<file path="config.mk">
export PLATFORM = sky130hd
export DESIGN_NAME = max_fp_window_pool_flat
export DESIGN_NICKNAME = d
export VERILOG_FILES = /design/src/rtl/max_fp_window_pool_if.sv /design/src/rtl/max_fp_window_pool.sv /design/src/flat_wrapper.sv
export SDC_FILE = /design/constraint.sdc
export NUM_CORES = 1
export LEC_CHECK = 0
export BUFFER_PORTS_ARGS = -buffer_cell sky130_fd_sc_hd__buf_2
export CAP_MARGIN = 25
export CORE_MARGIN = 2
export CORE_UTILIZATION = 53
export CTS_BUF_LIST = sky130_fd_sc_hd__clkbuf_4 sky130_fd_sc_hd__clkbuf_8
export CTS_CLUSTER_DIAMETER = 80
export DETAILED_ROUTE_END_ITERATION = 16
export PLACE_DENSITY_LB_ADDON = 0.08
export SLEW_MARGIN = 20
export SYNTH_ARGS = -nofsm -noshare
export SYNTH_HDL_FRONTEND = slang
export SYNTH_SLANG_ARGS = --single-unit
</file>
<file path="constraint.sdc">
create_clock -name clk -period 3.04 [get_ports clk]
set_input_delay 0.608 -clock clk [delete_from_list [all_inputs] [get_ports clk]]
set_output_delay 0.608 -clock clk [all_outputs]
set_load 0.01 [all_outputs]
</file>
<file path="src/rtl/max_fp_window_pool_if.sv">
`default_nettype none
// ============================================================================
// Module   : max_fp_window_pool_if
// Brief    : Streaming sample/result bundle for max_fp_window_pool.
//            o_index exists only when MAX_POOL_ARGMAX_EN is defined.
// Revision : 1.0 - initial release
// ============================================================================
interface max_fp_window_pool_if #(
  parameter int DATA_WIDTH = 32,
  parameter int LANES      = 4,
  parameter int IDX_WIDTH  = 2
);
  logic                        i_valid;
  logic                        i_flush;
  logic [LANES*DATA_WIDTH-1:0] i_data;
  logic                        o_valid;
  logic [LANES*DATA_WIDTH-1:0] o_max;
`ifdef MAX_POOL_ARGMAX_EN
  logic [LANES*IDX_WIDTH-1:0]  o_index;

  modport master (output i_valid, i_flush, i_data, input o_valid, o_max, o_index);
  modport slave  (input i_valid, i_flush, i_data, output o_valid, o_max, o_index);
`else
  modport master (output i_valid, i_flush, i_data, input o_valid, o_max);
  modport slave  (input i_valid, i_flush, i_data, output o_valid, o_max);
`endif
endinterface
`default_nettype wire

</file>
<file path="src/rtl/max_fp_window_pool.sv">
`default_nettype none
// ============================================================================
// Module   : max_fp_window_pool
// Brief    : Per-lane running max of IEEE-754 words over WINDOW valid samples.
//            Define MAX_POOL_ARGMAX_EN to add per-lane argmax index tracking.
// Revision : 1.0 - initial release
// ============================================================================
module max_fp_window_pool #(
  parameter int DATA_WIDTH = 32,
  parameter int LANES      = 4,
  parameter int WINDOW     = 4,
  parameter int IDX_WIDTH  = (WINDOW > 1) ? $clog2(WINDOW) : 1
) (
  input  logic                 clk,
  input  logic                 rst,
  max_fp_window_pool_if.slave  bus
);
  localparam int                   BUS_W    = LANES * DATA_WIDTH;
  localparam logic [IDX_WIDTH-1:0] LAST_CNT = IDX_WIDTH'(WINDOW - 1);

  logic [IDX_WIDTH-1:0] cnt_q, cnt_d, base_cnt;
  logic [BUS_W-1:0]     acc_q, acc_d;
  logic                 valid_q, valid_d;
  logic [BUS_W-1:0]     max_q, max_d;
`ifdef MAX_POOL_ARGMAX_EN
  logic [LANES*IDX_WIDTH-1:0] idx_q, idx_d;
  logic [LANES*IDX_WIDTH-1:0] oidx_q, oidx_d;
`endif

  // Strict "a > b"; signed zeros compare equal so a tie keeps the earlier sample.
  function automatic logic greater(input logic [DATA_WIDTH-1:0] a,
                                   input logic [DATA_WIDTH-1:0] b);
    logic [DATA_WIDTH-2:0] ma;
    logic [DATA_WIDTH-2:0] mb;
    logic                  res;
    ma  = a[DATA_WIDTH-2:0];
    mb  = b[DATA_WIDTH-2:0];
    res = 1'b0;
    if ((ma == '0) && (mb == '0))
      res = 1'b0;
    else if (a[DATA_WIDTH-1] != b[DATA_WIDTH-1])
      res = ~a[DATA_WIDTH-1];
    else if (!a[DATA_WIDTH-1])
      res = (ma > mb);
    else
      res = (ma < mb);
    return res;
  endfunction

  always_comb begin
    cnt_d    = cnt_q;
    acc_d    = acc_q;
    valid_d  = 1'b0;
    max_d    = max_q;
`ifdef MAX_POOL_ARGMAX_EN
    idx_d    = idx_q;
    oidx_d   = oidx_q;
`endif
    base_cnt = bus.i_flush ? '0 : cnt_q;
    if (bus.i_flush)
      cnt_d = '0;
    if (bus.i_valid) begin
      for (int k = 0; k < LANES; k++) begin
        if ((base_cnt == '0) ||
            greater(bus.i_data[k*DATA_WIDTH +: DATA_WIDTH], acc_q[k*DATA_WIDTH +: DATA_WIDTH])) begin
          acc_d[k*DATA_WIDTH +: DATA_WIDTH] = bus.i_data[k*DATA_WIDTH +: DATA_WIDTH];
`ifdef MAX_POOL_ARGMAX_EN
          idx_d[k*IDX_WIDTH +: IDX_WIDTH] = base_cnt;
`endif
        end
      end
      if (base_cnt == LAST_CNT) begin
        valid_d = 1'b1;
        max_d   = acc_d;
        cnt_d   = '0;
`ifdef MAX_POOL_ARGMAX_EN
        oidx_d  = idx_d;
`endif
      end else begin
        cnt_d = base_cnt + 1'b1;
      end
    end
  end

  always_ff @(posedge clk) begin
    if (rst) begin
      cnt_q   <= '0;
      acc_q   <= '0;
      valid_q <= 1'b0;
      max_q   <= '0;
`ifdef MAX_POOL_ARGMAX_EN
      idx_q   <= '0;
      oidx_q  <= '0;
`endif
    end else begin
      cnt_q   <= cnt_d;
      acc_q   <= acc_d;
      valid_q <= valid_d;
      max_q   <= max_d;
`ifdef MAX_POOL_ARGMAX_EN
      idx_q   <= idx_d;
      oidx_q  <= oidx_d;
`endif
    end
  end

  assign bus.o_valid = valid_q;
  assign bus.o_max   = max_q;
`ifdef MAX_POOL_ARGMAX_EN
  assign bus.o_index = oidx_q;
`endif
endmodule
`default_nettype wire
</file>
<file path="src/flat_wrapper.sv">
// flat-port wrapper written by rule: the top's interface ports become plain ports
module max_fp_window_pool_flat 
#(
  parameter int DATA_WIDTH = 32,
  parameter int LANES      = 4,
  parameter int WINDOW     = 4,
  parameter int IDX_WIDTH  = (WINDOW > 1) ? $clog2(WINDOW) : 1
)
  (clk, rst, bus_i_valid, bus_i_flush, bus_i_data, bus_o_valid, bus_o_max);
  max_fp_window_pool_if #(.DATA_WIDTH(DATA_WIDTH), .LANES(LANES), .IDX_WIDTH(IDX_WIDTH)) bus_i ();
  input  logic clk;
  input  logic rst;
  input wire logic [$bits(bus_i.i_valid)-1:0] bus_i_valid;
  input wire logic [$bits(bus_i.i_flush)-1:0] bus_i_flush;
  input wire logic [$bits(bus_i.i_data)-1:0] bus_i_data;
  output wire logic [$bits(bus_i.o_valid)-1:0] bus_o_valid;
  output wire logic [$bits(bus_i.o_max)-1:0] bus_o_max;
  assign bus_i.i_valid = bus_i_valid;
  assign bus_i.i_flush = bus_i_flush;
  assign bus_i.i_data = bus_i_data;
  assign bus_o_valid = bus_i.o_valid;
  assign bus_o_max = bus_i.o_max;
  max_fp_window_pool #(.DATA_WIDTH(DATA_WIDTH), .LANES(LANES), .WINDOW(WINDOW), .IDX_WIDTH(IDX_WIDTH)) u_core (.clk(clk), .rst(rst), .bus(bus_i));
endmodule
</file>
==> results of run 1 <==
synth_stat cells (all sizes together):
| cell type | n | share of area |
|---|---|---|
| nand3b | 4 | 0.0019 |
| buf | 56 | 0.022 |
| o21ai | 141 | 0.047 |
| nor2 | 144 | 0.035 |
| nor2b | 4 | 0.0016 |
| a221oi | 7 | 0.0043 |
| a41o | 1 | 0.00064 |
| a311oi | 124 | 0.091 |
| o41ai | 1 | 0.0010 |
| o31ai | 131 | 0.063 |
| or4 | 3 | 0.0014 |
| a2bb2oi | 3 | 0.0017 |
| mux2 | 4 | 0.0029 |
| inv | 128 | 0.031 |
| nand4 | 163 | 0.065 |
| o221ai | 4 | 0.0022 |
| and2 | 2 | 0.00080 |
| a211oi | 4 | 0.0019 |
| a21oi | 186 | 0.060 |
| mux2i | 4 | 0.0036 |
| a21o | 5 | 0.0024 |
| nor4 | 67 | 0.028 |
| o31a | 1 | 0.00056 |
| nor3 | 8 | 0.0026 |
| ha | 126 | 0.10 |
| o21a | 4 | 0.0019 |
| a21boi | 1 | 0.00048 |
| clkbuf | 136 | 0.033 |
| or4bb | 1 | 0.00072 |
| a221o | 1 | 0.00064 |
| nand2b | 7 | 0.0028 |
| xnor2 | 1 | 0.00056 |
| nor3b | 1 | 0.00080 |
| dfxtp | 259 | 0.33 |
| and4 | 3 | 0.0017 |
| nand2 | 46 | 0.011 |
| o41a | 1 | 0.00080 |
| nand3 | 138 | 0.044 |
power breakdown:
part / switching, mW / leakage, nW / internal (mW)
clock: 1.46 / 0.465 / 1.76
sequential: 0.130 / 2.11 / 3.51
combinational: 0.866 / 5.19 / 0.596
total: 2.45 / 7.77 / 5.87
layout by cell type (no fill, tap or decap), types with 69 or more instances in the layout:
master      n
a21oi_1   180
a311oi_1   69
buf_2     258
buf_4     111
dfxtp_1   259
ha_1      126
inv_1     127
nand3_1   138
nand4_1   162
nor2_1    144
o21ai_0    84
o31ai_1   131
sequential cells by signal, indices dropped and copies added (netlist names):
register	count
u_core.bus.o_max	128
u_core.acc_q	128
u_core.bus.o_valid	1
u_core.cnt_q	2
layer usage:
layer / vias up / GRT usage / routed length [um]
met2: 702 / 0.499 / 22600
met3: 123 / 0.0589 / 3860
li1: 7849 / - / -
met4: 2 / 0.112 / 1450
met5: - / 0 / 7
met1: 7808 / 0.402 / 20900
path summary, 6_finish.rpt:
kind / to / depth (start not counted) / slack (ns) / start
hold / removal: u_core.bus.o_max[54] / 3 / 0.33 / bus_i_data[54]
setup reg to reg: u_core.bus.o_max[83] / 10 / 0.19 / u_core.acc_q[66]
hold reg to reg: u_core.bus.o_max[31] / 2 / 0.45 / u_core.bus.o_max[31]
setup / recovery: u_core.bus.o_max[83] / 10 / 0.19 / u_core.acc_q[66]
logic make-up (layout without fill, tap and decap cells):
logic type,after synthesis,count (layout)
adders and majority gates,126,126
other,0,3
AOI/OAI and AO/OA,615,615
xor gates and xnor gates,1,1
muxes,8,8
and+or+nand+nor,591,591
buffers and inverters,320,603
DFF,259,259
final cells by class:
class / count / area (um2) / area share
clock buffers: 68 / 848 / 0.0445
inverters: 128 / 483 / 0.0253
well taps: 384 / 480 / 0.0252
repair buffers: 402 / 2770 / 0.145
flip-flops and latches: 259 / 5180 / 0.272
diodes: 3 / 7.51 / 0.000394
clock inverters: 5 / 30.0 / 0.00158
multi-input cells: 1341 / 9250 / 0.485
metrics by stage:
step	instance area, um2	TNS [ns]
detailed placement	18100	-4.33
global route	19000	0
global placement	18100	-1.03
floorplan	15700	0
CTS	19000	0
finish	19100	0
worst max-delay path, cell delays in order (launching register included):
cell and delay, ns:
dfxtp_1 0.42, inv_1 0.07, ha_1 0.32, a21oi_1 0.14, a21oi_1 0.08, o31a_1 0.28
o41a_2 0.52, mux2_2 0.31, buf_12 0.21, nand3_1 0.12, a311oi_2 0.28
timing repair:
action	4_1_cts	5_1_grt
setup buffers	0	0
gates resized for setup	0	3
setup endpoints to repair	0	28
==> results.yml, run 1 <==
pwr:
  p_per_area_nw_per_um2: 437
  p_leak_nw: 7.77
  power_mw: 8.32
  vdd_drop_max_v: 0.000305
floorplanning:
  die_w_um: 176
  rows: 62
  dieHeight_um: 176
  die-area_um2: 30900
  core_um2: 28900
  io_pins: 261
  start_util: 0.541
final_layout:
  synthToLayoutAreaGrowth_pct: 21.6
  utilization: 0.658
  finalNonFillerCells: 2590
  drive_gt1_frac: 0.256
  fin_nets: 2435
  fill_cells: 2515
synthesis:
  ys_warn_count: 0
  synth_compound_area_frac: 0.279
  synth_mux_area_frac: 0.00647
  syn-cell-area_um2: 15700
  synth_top_family_by_area: "compound AO/OA/AOI/OAI gates"
  synth_simple_gate_area_frac: 0.197
  ys_ff_latch: 259
  yosysSeqAreaShare: 0.331
  netlist_instances: 1920
  synth.distinct_cells: 51
  yosys.area_share.xor_xnor: 0.000559
  synthAdderAreaFrac: 0.101
  syn_nets: 2178
  avgSynthCellArea_um2: 8.16
worst_setup_path:
  required_ns: 3.51
  critPathKind: "reg -> reg"
  end_kind: "flop"
  arrival_ns: 3.32
  cp_max_fo: 38
  start_kind: "flop"
sta:
  slew_headroom: 0.568
  rsz0062_at_grt: "no"
  fin_worst_skew_ns: 0.0380
  finalCritPeriodShare: 0.938
  hold-worst-slack_ns: 0.334
  setup_slack_ns: 0.188
  setup_viol: 0
  finalMaxSlewViolations: 0
  worst_pin_slew_ns: 0.648
  fin_crit_ns: 2.85
  timing.final.hold_violations: 0
  fmax_ghz: 0.351
route:
  via_count: 16484
  routedWlPerCell_um: 18.8
  viasPerCell: 6.36
  drc: 0
  drt-initial-drc-count: 1362
  ant_nets: 0
  drtPass1Iterations: 5
  wl_um: 48800
clock_tree:
  numCtsBuffers: 45
  cts.sinks: 259
  clk-insertion-delay-late_ns: 0.59
  cts_tree: "done"
  cts_max_path_buffers: 3
  htree_num_levels: 2
  path_clk_slew_ns: 0.06
  ctsHoldBuffers: 0
  cts_root_buf: "clkbuf_8"
global_route:
  grt_pass1_wl_um: 79400
  grt_overflow: 0
  grt_pass1_vias: 15687
  grt_max_degree: 132
  grt_usage: 0.306
  antenna_found_initial: 5
placement:
  port_buffers: 260
  dp_hpwl_um: 33400
  pre_cts_slack_ns: -0.0840
  dp.cells: 2514
  gp_congestion: 0.925
status:
  outcome: "completed"
job:
  maxCapViolCount: 0
min_path:
  hp-class: "in -> reg"
No activity file was read; power rests on OpenSTA's default activity.
==> run 2, diff against run 1 <==
--- a/config.mk
+++ b/config.mk
@@ -12,7 +12,8 @@
 export CTS_BUF_LIST = sky130_fd_sc_hd__clkbuf_4 sky130_fd_sc_hd__clkbuf_8
 export CTS_CLUSTER_DIAMETER = 80
 export DETAILED_ROUTE_END_ITERATION = 16
-export PLACE_DENSITY_LB_ADDON = 0.08
+export GPL_ROUTABILITY_DRIVEN = 0
+export PLACE_DENSITY = 0.85
 export SLEW_MARGIN = 20
 export SYNTH_ARGS = -nofsm -noshare
 export SYNTH_HDL_FRONTEND = slang
==> run 2 against run 1 <==
- first-iteration DRC count increased by 43%
- final area increased by 0.41%
- sequential cell count unchanged
- wire length increased by 1.9%
- via count increased by 3.9%
- highest routed layer is now met4
==> results.yml, run 2 (same netlist as run 1, synthesis figures left out) <==
route:
  drt-initial-drc-count: 1953
  drc: 0
  wl_um: 49700
  routedWlPerCell_um: 19.2
  drtPass1Iterations: 7
  ant_nets: 0
  viasPerCell: 6.63
  top_layer: "met4"
  wl_met3_um: 4740
  wl_met2_um: 23400
  via_count: 17132
  wirelength_met1_um: 19600
clock_tree:
  cts_tree: "done"
  cts.sinks: 259
  numCtsBuffers: 44
  htree_num_levels: 2
  path_clk_slew_ns: 0.07
  ctsHoldBuffers: 0
  cts_max_path_buffers: 3
  cts_root_buf: "clkbuf_8"
  clk-insertion-delay-late_ns: 0.55
global_route:
  grt_usage: 0.307
  grt_pass1_wl_um: 79900
  grt_pass1_vias: 16207
  grt_max_degree: 132
  grt_overflow: 0
  antenna_found_initial: 3
sta:
  worst_pin_slew_ns: 0.736
  fmax_ghz: 0.346
  finalCritPeriodShare: 0.951
  slew_headroom: 0.509
  setup_viol: 0
  timing.final.hold_violations: 0
  fin_worst_skew_ns: 0.0249
  finalMaxSlewViolations: 0
  fin_crit_ns: 2.89
  totalNegativeSetupSlack_ns: 0
  rsz0062_at_grt: "no"
floorplanning:
  dieHeight_um: 176
  die-area_um2: 30900
  start_util: 0.541
  core_um2: 28900
  rows: 62
  die_w_um: 176
  io_pins: 261
pwr:
  p_leak_nw: 7.77
  vdd_drop_max_v: 0.000368
  power_mw: 8.38
  p_per_area_nw_per_um2: 438
min_path:
  hp-class: "in -> reg"
final_layout:
  layout_common_cells: "258 x buf_2, 256 x dfxtp_1, 179 x a21oi_1, 162 x nand4_1, 144 x nor2_1"
  final_common_cell: "buf_2"
  drive_gt1_frac: 0.256
  fin_nets: 2426
  finalNonFillerCells: 2585
  multiInputGateArea_um2: 9250
  fill_cells: 2296
  seqCellArea_um2: 5190
  synthToLayoutAreaGrowth_pct: 22.1
worst_setup_path:
  arrival_ns: 3.34
  path_buf_inv: 2
  cp_max_fo: 31
  cp_cell_sequence: "inv_1, ha_1, a211oi_1, nor2_1, o31a_1, o41a_2, mux2_2, buf_12, nand3_1, a311oi_2"
  required_ns: 3.49
  cp_top_family: "compound AO/OA/AOI/OAI gates"
  critPathKind: "reg -> reg"
  crit_slowest_cell: "o41a_2"
  start_kind: "flop"
  max_stage_delay_ns: 0.52
  end_kind: "flop"
placement:
  dp.cells: 2504
  port_buffers: 260
  dp_hpwl_um: 33800
job:
  maxCapViolCount: 0
status:
  outcome: "completed"
run 2: cell types whose count changed in the layout (fill, tap and decap cells not counted):
| cell | before | now |
|---|---|---|
| a21oi_2 | 2 | 3 |
| clkinvlp_4 | 2 | 0 |
| clkinv_2 | 3 | 6 |
| buf_12 | 31 | 40 |
| clkbuf_8 | 54 | 55 |
| a21oi_1 | 180 | 179 |
| dfxtp_1 | 259 | 256 |
| clkbuf_4 | 14 | 15 |
| buf_6 | 1 | 0 |
| dfxtp_2 | 0 | 3 |
| buf_4 | 111 | 95 |
run 2: metal layers:
layer  vias to the layer above  global-route usage
met5                         -                   0
met4                         0               0.137
met3                       187              0.0517
met2                      1098               0.509
met1                      8008               0.394
li1                       7839                   -
run 2: worst paths after layout:
check / from / to / slack (ns) / cells after the start
worst min register to register: u_core.bus.o_max[127] / u_core.bus.o_max[127] / 0.45 / 2
worst min-delay path: bus_i_data[110] / u_core.acc_q[110] / 0.37 / 3
worst max-delay path: u_core.acc_q[68] / u_core.bus.o_max[94] / 0.15 / 10
worst max register to register: u_core.acc_q[68] / u_core.bus.o_max[94] / 0.15 / 10
run 2: worst reg2reg max path, delay by kind of cell (launching register included):
family                     cells  cell delay, ns
and+or+nand+nor                2            0.21
AOI/OAI and AO/OA              4            1.29
DFF                            1            0.41
buffers and inverters          2            0.27
adders and majority gates      1            0.29
muxes                          1            0.33
run 2: repair_timing:
action	in CTS	in global routing
gates resized for setup	0	6
setup buffers	0	2
endpoints found under the setup margin	0	63
run 2: layout make-up:
type	instances	share of cell area
Antenna cell	3	0.000392
Clock buffer	70	0.0455
Clock inverter	6	0.00157
Inverter	128	0.0252
Multi-Input combinational cell	1341	0.484
Sequential cell	259	0.271
Tap cell	384	0.0251
Timing Repair Buffer	394	0.147
run 2: stage by stage:
stage	instance area [um2]	setup WS [ns]	util	hold WS, ns
2_1_floorplan	15700	0.163	-	0.462
3_3_place_gp	18200	-0.221	0.628	0.440
3_5_place_dp	18200	-0.298	0.628	0.445
4_1_cts	19100	0.0431	0.659	0.327
5_1_grt	19100	0.00104	0.661	0.333
6_report	19100	0.150	0.661	0.367
run 2: where the power goes:
group          switching, mW  internal (mW)  total (mW)
Combinational          0.885          0.604        1.49
Sequential             0.136           3.51        3.65
Clock                   1.44           1.80        3.24
Total                   2.46           5.92        8.38
